--- src/rtl/fetch_queue_pkg.sv ---
// Shared fetch/decode definitions: the buffered entry layout and default depth.
package sys_defs;

  localparam int FQ_DEPTH  = 4;
  localparam int FQ_PC_W   = 64;
  localparam int FQ_INST_W = 32;

  // One buffered instruction: PC in the upper bits, instruction word below.
  typedef struct packed {
    logic [FQ_PC_W-1:0]   pc;
    logic [FQ_INST_W-1:0] inst;
  } FQ_ENTRY;

endpackage

--- src/rtl/fetch_queue.sv ---
// Fetch-to-decode instruction buffer: circular FIFO of {pc, inst} with
// valid/ready on both sides and a flush that empties it on a redirect.
module fetch_queue
  import sys_defs::*;
#(
  parameter int DEPTH  = FQ_DEPTH,
  parameter int PC_W   = FQ_PC_W,
  parameter int INST_W = FQ_INST_W
) (
  input  logic                      clk,
  input  logic                      rst,
  input  logic                      in_valid,
  input  logic [PC_W-1:0]           in_pc,
  input  logic [INST_W-1:0]         in_inst,
  output logic                      in_ready,
  input  logic                      flush,
  output logic                      out_valid,
  output logic [PC_W-1:0]           out_pc,
  output logic [INST_W-1:0]         out_inst,
  input  logic                      out_ready,
  output logic [$clog2(DEPTH):0]    count
);

  localparam int PW = $clog2(DEPTH);
  localparam int CW = PW + 1;
  localparam int EW = PC_W + INST_W;

  // Entries are packed {pc, inst}, the same layout as FQ_ENTRY.
  logic [EW-1:0] mem [DEPTH];

  logic [PW-1:0] rptr_reg, rptr_next;
  logic [PW-1:0] wptr_reg, wptr_next;
  logic [CW-1:0] count_reg, count_next;
  logic          push;
  logic          pop;
  logic          full;
  logic [EW-1:0] head;

  // Full is judged on the registered count only, so out_ready never reaches in_ready.
  always_comb begin
    full      = (count_reg == CW'(DEPTH));
    in_ready  = ~rst & ~full;
    out_valid = (count_reg != '0);
    push      = in_valid & in_ready & ~flush;
    pop       = out_valid & out_ready & ~flush;
  end

  // Pointer and occupancy next-state; reset and flush both return to empty.
  always_comb begin
    rptr_next  = rptr_reg;
    wptr_next  = wptr_reg;
    count_next = count_reg;
    if (rst || flush) begin
      rptr_next  = '0;
      wptr_next  = '0;
      count_next = '0;
    end else begin
      if (push) wptr_next = wptr_reg + PW'(1);
      if (pop)  rptr_next = rptr_reg + PW'(1);
      case ({push, pop})
        2'b10:   count_next = count_reg + CW'(1);
        2'b01:   count_next = count_reg - CW'(1);
        default: count_next = count_reg;
      endcase
    end
  end

  // State register for pointers and occupancy.
  always_ff @(posedge clk) begin
    rptr_reg  <= rptr_next;
    wptr_reg  <= wptr_next;
    count_reg <= count_next;
  end

  // Storage write; contents are never cleared, only the pointers are.
  always_ff @(posedge clk) begin
    if (push) mem[wptr_reg] <= {in_pc, in_inst};
  end

  // Head is read straight from the array and forced to zero when empty.
  always_comb begin
    head     = out_valid ? mem[rptr_reg] : '0;
    out_pc   = head[EW-1:INST_W];
    out_inst = head[INST_W-1:0];
    count    = count_reg;
  end

endmodule
--- config.mk ---
export PLATFORM = sky130hd
export DESIGN_NAME = fetch_queue
export DESIGN_NICKNAME = d
export VERILOG_FILES = /design/src/rtl/fetch_queue_pkg.sv /design/src/rtl/fetch_queue.sv
export SDC_FILE = /design/constraint.sdc
export NUM_CORES = 1
export LEC_CHECK = 0
export BUFFER_PORTS_ARGS = -buffer_cell sky130_fd_sc_hd__buf_2
export CAP_MARGIN = 40
export CORE_ASPECT_RATIO = 0.8
export CORE_UTILIZATION = 50
export CTS_BUF_LIST = sky130_fd_sc_hd__clkbuf_8
export CTS_CLUSTER_DIAMETER = 120
export CTS_CLUSTER_SIZE = 20
export DETAILED_ROUTE_END_ITERATION = 10
export GPL_ROUTABILITY_DRIVEN = 0
export PLACE_DENSITY = 0.71
export SLEW_MARGIN = 5
export SYNTH_ARGS = -nofsm -noshare
export SYNTH_HDL_FRONTEND = slang
export SYNTH_SLANG_ARGS = --single-unit
--- constraint.sdc ---
create_clock -name clk -period 7 [get_ports clk]
set_clock_uncertainty 0.1 [all_clocks]
set_input_delay 0 -clock clk [delete_from_list [all_inputs] [get_ports clk]]
set_output_delay 0 -clock clk [all_outputs]
set_load 0.02 [all_outputs]
**Yosys cells after proc, flatten, opt, wreduce, memory -nomap -nowiden**

Memories as Yosys holds them, arrays and structs flattened. A register that Yosys moved wholly into a read port is not among the register bits.
Index checks and enable logic that the tools add are counted.

- Add/sub/neg operators: 4
- Equal/unequal tests: 3
- Multiplexer cells: 6
- Bitwise gates (word level): 8
- Reductions and logical operators: 3

Operator list:

| operator | number |
|---|---|
| $mux W96 | 1 |
| $pmux W3 S2 | 1 |
| $and A1 B1 Y1 | 5 |
| $add A2 B1 Y2 const B | 2 |
| $mux W2 | 2 |
| $add A3 B1 Y3 const B | 1 |
| $eq A3 B3 Y1 const B | 1 |
| $not A1 Y1 | 3 |
| $reduce_bool A3 Y1 | 1 |
| $sub A3 B1 Y3 const B | 1 |
| $eq A2 B1 Y1 const B | 1 |
| $eq A2 B2 Y1 const B | 1 |
| $mux W1 | 2 |
| $reduce_bool A2 Y1 | 1 |
| $logic_or A1 B1 Y1 | 1 |

- Register bits after elaboration: 7
- Bits in writable memories: 384
- Input bits: 101
- Output and inout bits: 101
- Word-level logic and storage cells: 28
- Memories kept: 1

Memory list:

| memory | depth | width | rd ports | clocked after memory_dff | write ports | line | RTL |
|---|---|---|---|---|---|---|---|
| mem | 4 | 96 | 1 | 1 | 1 | fetch_queue.sv:29 | `logic [EW-1:0] mem [DEPTH];` |

**Logic depth before layout (Yosys ltp)**

Gate-level depths: netlist (run 1).

- Depth after elaboration: 7
- Mapped depth: 9

**Worst setup path after synthesis (run 1)**

OpenSTA, ideal clock, no wires.

- Kind: reg-to-reg
- Start point: register count_reg[0], in the netlist count[0]
- End point: memory mem[0][0] in the netlist's numbering, enable pin
- Setup time: 466 ps
- Arrival: 3250 ps
- Data required time: 6434 ps
- Setup slack: 3184 ps
- Stages on the path, launching flop included: 4
- Period minus slack after synthesis: 3816 ps
- Cell sequence: dfxtp_1 or3b_1 and2_0 and3_1

- Cells in the longest elaborated chain, start to end: 7

RTL lines:

| element | line | RTL |
|---|---|---|
| start: declaration | fetch_queue.sv:33 | `logic [CW-1:0] count_reg, count_next;` |
| start signal: assignment | fetch_queue.sv:72 | `count_reg <= count_next;` |
| $eq A3 B3 Y1 | fetch_queue.sv:41 | `full = (count_reg == CW'(DEPTH));` |
| $not A1 Y1 | fetch_queue.sv:42 | `in_ready = ~rst & ~full;` |
| $and A1 B1 Y1 | fetch_queue.sv:42 |  |
| $and A1 B1 Y1 (2 in a row) | fetch_queue.sv:44 | `push = in_valid & in_ready & ~flush;` |
| $mux W1 | fetch_queue.sv:77 | `if (push) mem[wptr_reg] <= {in_pc, in_inst};` |
| $mux W1 (not written as such) | fetch_queue.sv:77 |  |
| end: declaration | fetch_queue.sv:29 |  |

No other way between the ends.

==> results of run 1 <==
[synth_stat cells (4+ instances only)]
cell	instances
edfxtp_1	384
and3_1	4
clkbuf_1	16
nor2_1	8
xor2_1	4
buf_2	11
ha_1	5
inv_1	5
and2_1	96
mux4_2	96
dfxtp_1	9
buf_6	5
[kinds of logic after synthesis]
group,synth area share
simple gates,0.04782
xor+xnor,0.002341
fa+ha+maj,0.005518
mux,0.1445
buf+inv,0.01438
flops,0.7825
compound gates,0.002926
[through the flow]
| step | setup WS, ps | util |
|---|---|---|
| after CTS | 3865 | 0.6053 |
| final | 3974 | 0.6053 |
| after global placement | 4042 | 0.5564 |
| after detailed placement | 3951 | 0.5580 |
| after global routing | 3738 | 0.6053 |
| after floorplan | 3184 | - |
[routing by layer]
metal  GRT usage  share of wire  vias to the layer above
met5           0              0                        -
met4     0.02887          0.014                        0
met3     0.04418          0.066                       30
met2      0.2963           0.47                      200
met1      0.2560           0.45                     3719
li1            -              -                     3269
[area by class of cell]
class | instances | area [sq um] | share of cell area
flip-flops and latches | 393 | 11720 | 0.6595
multi-input cells | 231 | 3060 | 0.1722
repair buffers | 314 | 2145 | 0.1207
well taps | 377 | 471.7 | 0.02655
clock buffers | 23 | 316.6 | 0.01781
clock inverters | 9 | 38.79 | 0.002183
inverters | 5 | 18.77 | 0.001056
[worst min-delay path by stage]
stage               depth (start not counted)        start    endpoint  slack [ps]
floorplan                                   1          rst    in_ready         -20
finish                                      6          rst    count[1]          50
CTS                                         6          rst    count[1]           4
global placement                            1     in_pc[9]  mem[2][41]         110
global route                                2  in_inst[18]  mem[0][18]          50
detailed placement                          1   in_inst[1]   mem[2][1]         120
[layout by cell type, fill, tap and decap left out, types with 2 or more instances in the layout]
cell / netlist / layout
o21ai_0: 2 / 2
ha_1: 5 / 5
dfxtp_4: 0 / 2
dlygate4sd3_1: 0 / 103
and2_1: 96 / 96
inv_1: 5 / 13
edfxtp_1: 384 / 384
and3_4: 0 / 4
buf_4: 0 / 8
a21oi_1: 2 / 2
nor2_1: 8 / 8
mux4_2: 96 / 96
dfxtp_1: 9 / 7
xor2_1: 4 / 4
o31ai_1: 2 / 2
buf_2: 11 / 201
nand2_1: 2 / 2
nand4_1: 2 / 2
clkbuf_8: 0 / 23
[worst min-delay path: stages]
cell,delay (ps)
buf_2,100
nor2_1,120
nand2_1,90
ha_1,220
a21oi_1,90
nor2_1,70
[power groups by stage]
| stage | Combinational, mW | Sequential (mW) | Clock, mW |
|---|---|---|---|
| global route | 0.193 | 2.61 | 1.06 |
| CTS | 0.179 | 2.61 | 0.989 |
| global placement | 0.127 | 2.66 | 0 |
| finish | 0.178 | 2.61 | 0.961 |
| detailed placement | 0.132 | 2.66 | 0 |
| floorplan | 0.0579 | 2.66 | 0 |
==> qor.csv, run 1 <==
stage,metric,value,unit
final_layout,nFillCells,2123,
setup_path,crit_path_end,out_inst[1],
synthesis,yosysUniqueCellTypes,26,
power_and_ir_drop,clkPwrFrac,0.256,
die,die_area,0.03063,sq mm
clocking,cts_setup_buffers,0,
power_and_ir_drop,p_leak,6.073,nW
sta,slew_viol_final,0,
setup_path,cp-start-kind,register,
synthesis,syn_area_per_cell,22.57,sq um
power_and_ir_drop,pwr_density_cell,210.9,mW/mm^2
setup_path,r2r_end,mem[0][14],
global_routing,track_usage,0.1818,
sta,worst_pin_slew,843.3,ps
global_routing,grt_pass1_wl,42.70,mm
drt,drt-pass1-iter-count,5,
setup_path,end_kind,output port,
place,dp_hpwl,15.59,mm
sta,hold_viol,0,
synthesis,syn-num-nets,770,
flow_run,maxCapViolations,0,
clocking,cts_tree,yes,
final_layout,drive_above_1_share,0.3477,
power_and_ir_drop,p_int,3.000,mW
drt,routed_via_density,5.339,
die,io_pins,202,
power_and_ir_drop,switching_share,0.1993,
power_and_ir_drop,peakVddDrop,0.2015,mV
synthesis,synth_top_area_cell,edfxtp_1,
setup_path,cp_max_fo,50,
synthesis,async_flop_share,0,
drt,wl,27.67,mm
final_layout,fin_nets,1075,
clocking,cts-resized-gates,0,
synthesis,synth_top_area_share,0.7705,
clocking,clock-root-buffer,clkbuf_8,
die,rows,56,
global_routing,grt_pass1_vias,7669,
die,die_h,156.7,um
final_layout,diodes,0,
setup_path,cp_slowest_cell,dfxtp_4,
setup_path,critPathMaxStageDelay,820,ps
setup_path,cp_cell_sequence,buf_4 -> mux4_2 -> and2_1 -> buf_2,
worst_hold_path,hp-class,input pin to register,
setup_path,arrival,2930,ps
sta,setup_viol,0,
place,numPortBuffers,201,
die,design.core.area,0.02936,sq mm
setup_path,critPathTopFamily,buffers and inverters,
sta,fin_crit_sh,0.4323,
sta,relSlewSlack,0.4378,
synthesis,synthesis.area,0.01497,sq mm
drt,drt_iter0_markers,452,
die,initial_core_util,0.5098,
synthesis,yosysWarnings,0,
drt,route.detailed.wl_per_inst,20.46,um
final_layout,largest_reg_flops,384,
setup_path,reg2reg_depth,4,
synthesis,synthTopCellsByArea,"edfxtp_1 77%, mux4_2 14%, and2_1 4.0%",
global_routing,grt_max_degree,56,
clocking,numCtsBuffers,23,
drt,drc,0,
power_and_ir_drop,combPwrFrac,0.047,
setup_path,crit_buf_inv,2,
synthesis,netlist_instances,663,
sta,whs,53.38,ps
power_and_ir_drop,p_seq_frac,0.696,
sta,setup_tns,0,ps
setup_path,ff2ff_setup_slack,3990,ps
setup_path,critical_path_depth,4,
die,die_w,195.4,um
final_layout,stdcell_count,1352,
sta,rsz0062_at_grt,false,
global_routing,grt_antenna_before_repair,0,
synthesis,ys.flop_type,edfxtp_1,
place,post-place-cells,1217,
global_routing,grt_overflow,0,
clocking,ctsHoldBuffers,103,
final_layout,syn2layout_area_growth,18.74,%
synthesis,synth_seq_cells,393,
power_and_ir_drop,power,3.747,mW
setup_path,r2r_start,count[0],
setup_path,cp.required,6900,ps
clocking,path_clk_slew,110,ps
outcome,outcome,"complete, no violations",
sta,fmax,0.3305,GHz
clocking,cts.sink_count,393,
clocking,clock_tree.buffer_depth,3,
drt,ant_nets,0,
synthesis,synth_edf_count,384,
drt,vias,7218,
place,place_area,0.01638,sq mm
sta,min_period,3026,ps
clocking,worstSkewPairLatency,560,ps
setup_path,worstSetupPathType,register to output port,
final_layout,final_cell_area,0.01777,sq mm
synthesis,ys_seq_area_frac,0.7825,
clocking,cts_max_level,1,
power_and_ir_drop,netSwitchingPower,0.7469,mW
Note: power is estimated with default switching activity, not from simulation.
==> inputs of run 2 (changes only) <==
--- a/config.mk
+++ b/config.mk
@@ -14,7 +14,7 @@
 export CTS_CLUSTER_SIZE = 20
 export DETAILED_ROUTE_END_ITERATION = 10
 export GPL_ROUTABILITY_DRIVEN = 0
-export PLACE_DENSITY = 0.71
+export PLACE_DENSITY = 0.74
 export SLEW_MARGIN = 5
 export SYNTH_ARGS = -nofsm -noshare
 export SYNTH_HDL_FRONTEND = slang
==> constraint.sdc (replaced) <==
create_clock -name clk -period 2.5 [get_ports clk]
set_clock_uncertainty 0.1 [all_clocks]
set_input_delay 0 -clock clk [delete_from_list [all_inputs] [get_ports clk]]
set_output_delay 0 -clock clk [all_outputs]
set_load 0.02 [all_outputs]
==> qor.csv, run 2 (same netlist as run 1, synthesis figures left out) <==
stage,metric,value,unit
outcome,outcome,"complete, no violations",
final_layout,utilization,0.6204,
drt,drc,0,
power_and_ir_drop,p_int,8.410,mW
power_and_ir_drop,combPwrFrac,0.049,
final_layout,nFillCells,2061,
setup_path,cp_cell_sequence,dlygate4sd3_1 -> buf_2 -> nor2_1 -> dlygate4sd3_1 -> nand2_1 -> ha_2 -> xor2_1 -> nor2_1 -> dlygate4sd3_1,
worst_hold_path,hold_depth,2,
power_and_ir_drop,netSwitchingPower,2.108,mW
sta,rsz0062_at_grt,false,
power_and_ir_drop,peakVddDrop,0.4471,mV
clocking,numCtsBuffers,23,
global_routing,grt_pass1_wl,43.48,mm
clocking,clock_tree.buffer_depth,3,
setup_path,reg2reg_depth,9,
place,place_area,0.01673,sq mm
power_and_ir_drop,p_leak,6.270,nW
final_layout,final_cell_mix,"384 x edfxtp_1, 201 x buf_2, 104 x dlygate4sd3_1",
sta,relSlewSlack,0.6690,
setup_path,arrival,2760,ps
place,dp_hpwl,17.27,mm
global_routing,track_usage,0.1874,
die,design.core.area,0.02936,sq mm
sta,setup_viol,0,
setup_path,cpMostUsedCell,dlygate4sd3_1,
global_routing,grt_pass1_vias,7703,
sta,min_period,2390,ps
worst_hold_path,hp-class,input pin to register,
setup_path,cp-start-kind,input pin,
setup_path,cp_max_fo,5,
sta,worst_pin_slew,490.3,ps
setup_path,cp_slowest_cell,dlygate4sd3_1,
final_layout,final_common_cell,edfxtp_1,
drt,drt_iter0_markers,403,
clocking,clock-root-buffer,clkbuf_8,
clocking,worstSkewPairLatency,570,ps
clocking,cts_tree,yes,
power_and_ir_drop,pwr_density_cell,577.5,mW/mm^2
setup_path,critPathMaxStageDelay,690,ps
final_layout,fin_nets,1101,
die,initial_core_util,0.5098,
drt,route.detailed.wl_per_inst,20.69,um
sta,fmax,0.4184,GHz
setup_path,cp.required,2870,ps
final_layout,largest_reg_flops,384,
power_and_ir_drop,switching_share,0.2004,
power_and_ir_drop,clkPwrFrac,0.257,
clocking,cts.sink_count,393,
die,die_w,195.4,um
global_routing,grt_overflow,0,
final_layout,drive_above_1_share,0.3686,
setup_path,worstSetupPathType,input pin to register,
drt,routed_via_density,5.327,
sta,whs,62.16,ps
drt,wl,28.54,mm
clocking,path_clk_slew,120,ps
clocking,cts_max_level,1,
die,rows,56,
flow_run,maxCapViolations,0,
sta,slew_viol_final,0,
power_and_ir_drop,power,10.52,mW
die,die_h,156.7,um
sta,fin_crit_sh,0.9560,
drt,drt-pass1-iter-count,4,
die,die_area,0.03063,sq mm
drt,vias,7346,
drt,ant_nets,0,
power_and_ir_drop,p_seq_frac,0.694,
die,io_pins,202,
global_routing,grt_antenna_before_repair,1,
sta,hold_viol,0,
final_layout,final_cell_area,0.01821,sq mm
place,numPortBuffers,201,
setup_path,end_kind,register,
global_routing,grt_max_degree,57,
final_layout,syn2layout_area_growth,21.70,%
[run 2: through the flow]
stage               cells  setup TNS (ps)  setup WS [ps]
floorplan             663          -89580         -233.3
finish               1379               0          110.1
detailed placement   1234               0          55.35
global placement     1234               0          95.03
global route         1378               0          3.282
CTS                  1373               0          26.90
[run 2: cell type report]
cell class | count | area, sq um | area share
clock buffers | 23 | 316.6 | 0.01738
diodes | 1 | 2.502 | 0.0001374
clock inverters | 9 | 38.79 | 0.002130
well taps | 377 | 471.7 | 0.02590
repair buffers | 340 | 2571 | 0.1412
flip-flops and latches | 393 | 11720 | 0.6437
multi-input cells | 231 | 3070 | 0.1686
inverters | 5 | 18.77 | 0.001031
[run 2: timing repair]
| item | 4_1_cts | 5_1_grt |
|---|---|---|
| setup buffers | 3 | 5 |
| endpoints found under the setup margin | 50 | 4 |
| hold buffers | 104 | 0 |
| hold endpoints to repair | 413 | 0 |
| gates resized for setup | 1 | 6 |
[run 2: power by group through the flow]
stage          sequential, mW  combinational [mW]  clock (mW)
2_1_floorplan            7.46               0.162           0
3_3_place_gp             7.45               0.367           0
3_5_place_dp             7.45               0.381           0
4_1_cts                  7.30               0.513        2.78
5_1_grt                  7.31               0.554        3.01
6_report                 7.30               0.514        2.70
[run 2: worst paths after layout]
path                from           to  slack, ps
max reg2reg     count[2]     count[2]        140
max                  rst     count[0]        110
min reg2reg  wptr_reg[0]  wptr_reg[0]        440
min             in_pc[6]   mem[0][38]         60
[run 2: per-layer routing]
| layer | track usage | wire [um] | up-vias |
|---|---|---|---|
| li1 | - | - | 3332 |
| met3 | 0.04849 | 1892 | 28 |
| met4 | 0.02850 | 330 | 0 |
| met1 | 0.2519 | 12210 | 3786 |
| met5 | 0 | 0 | - |
| met2 | 0.3168 | 14110 | 200 |
[run 2: critical path, delay by kind of cell]
kind | cells | cell delay (ps)
XOR/XNOR | 1 | 140
buffers and inverters | 4 | 1910
AND/OR/NAND/NOR | 3 | 340
adder cells (fa/ha/maj) | 1 | 360
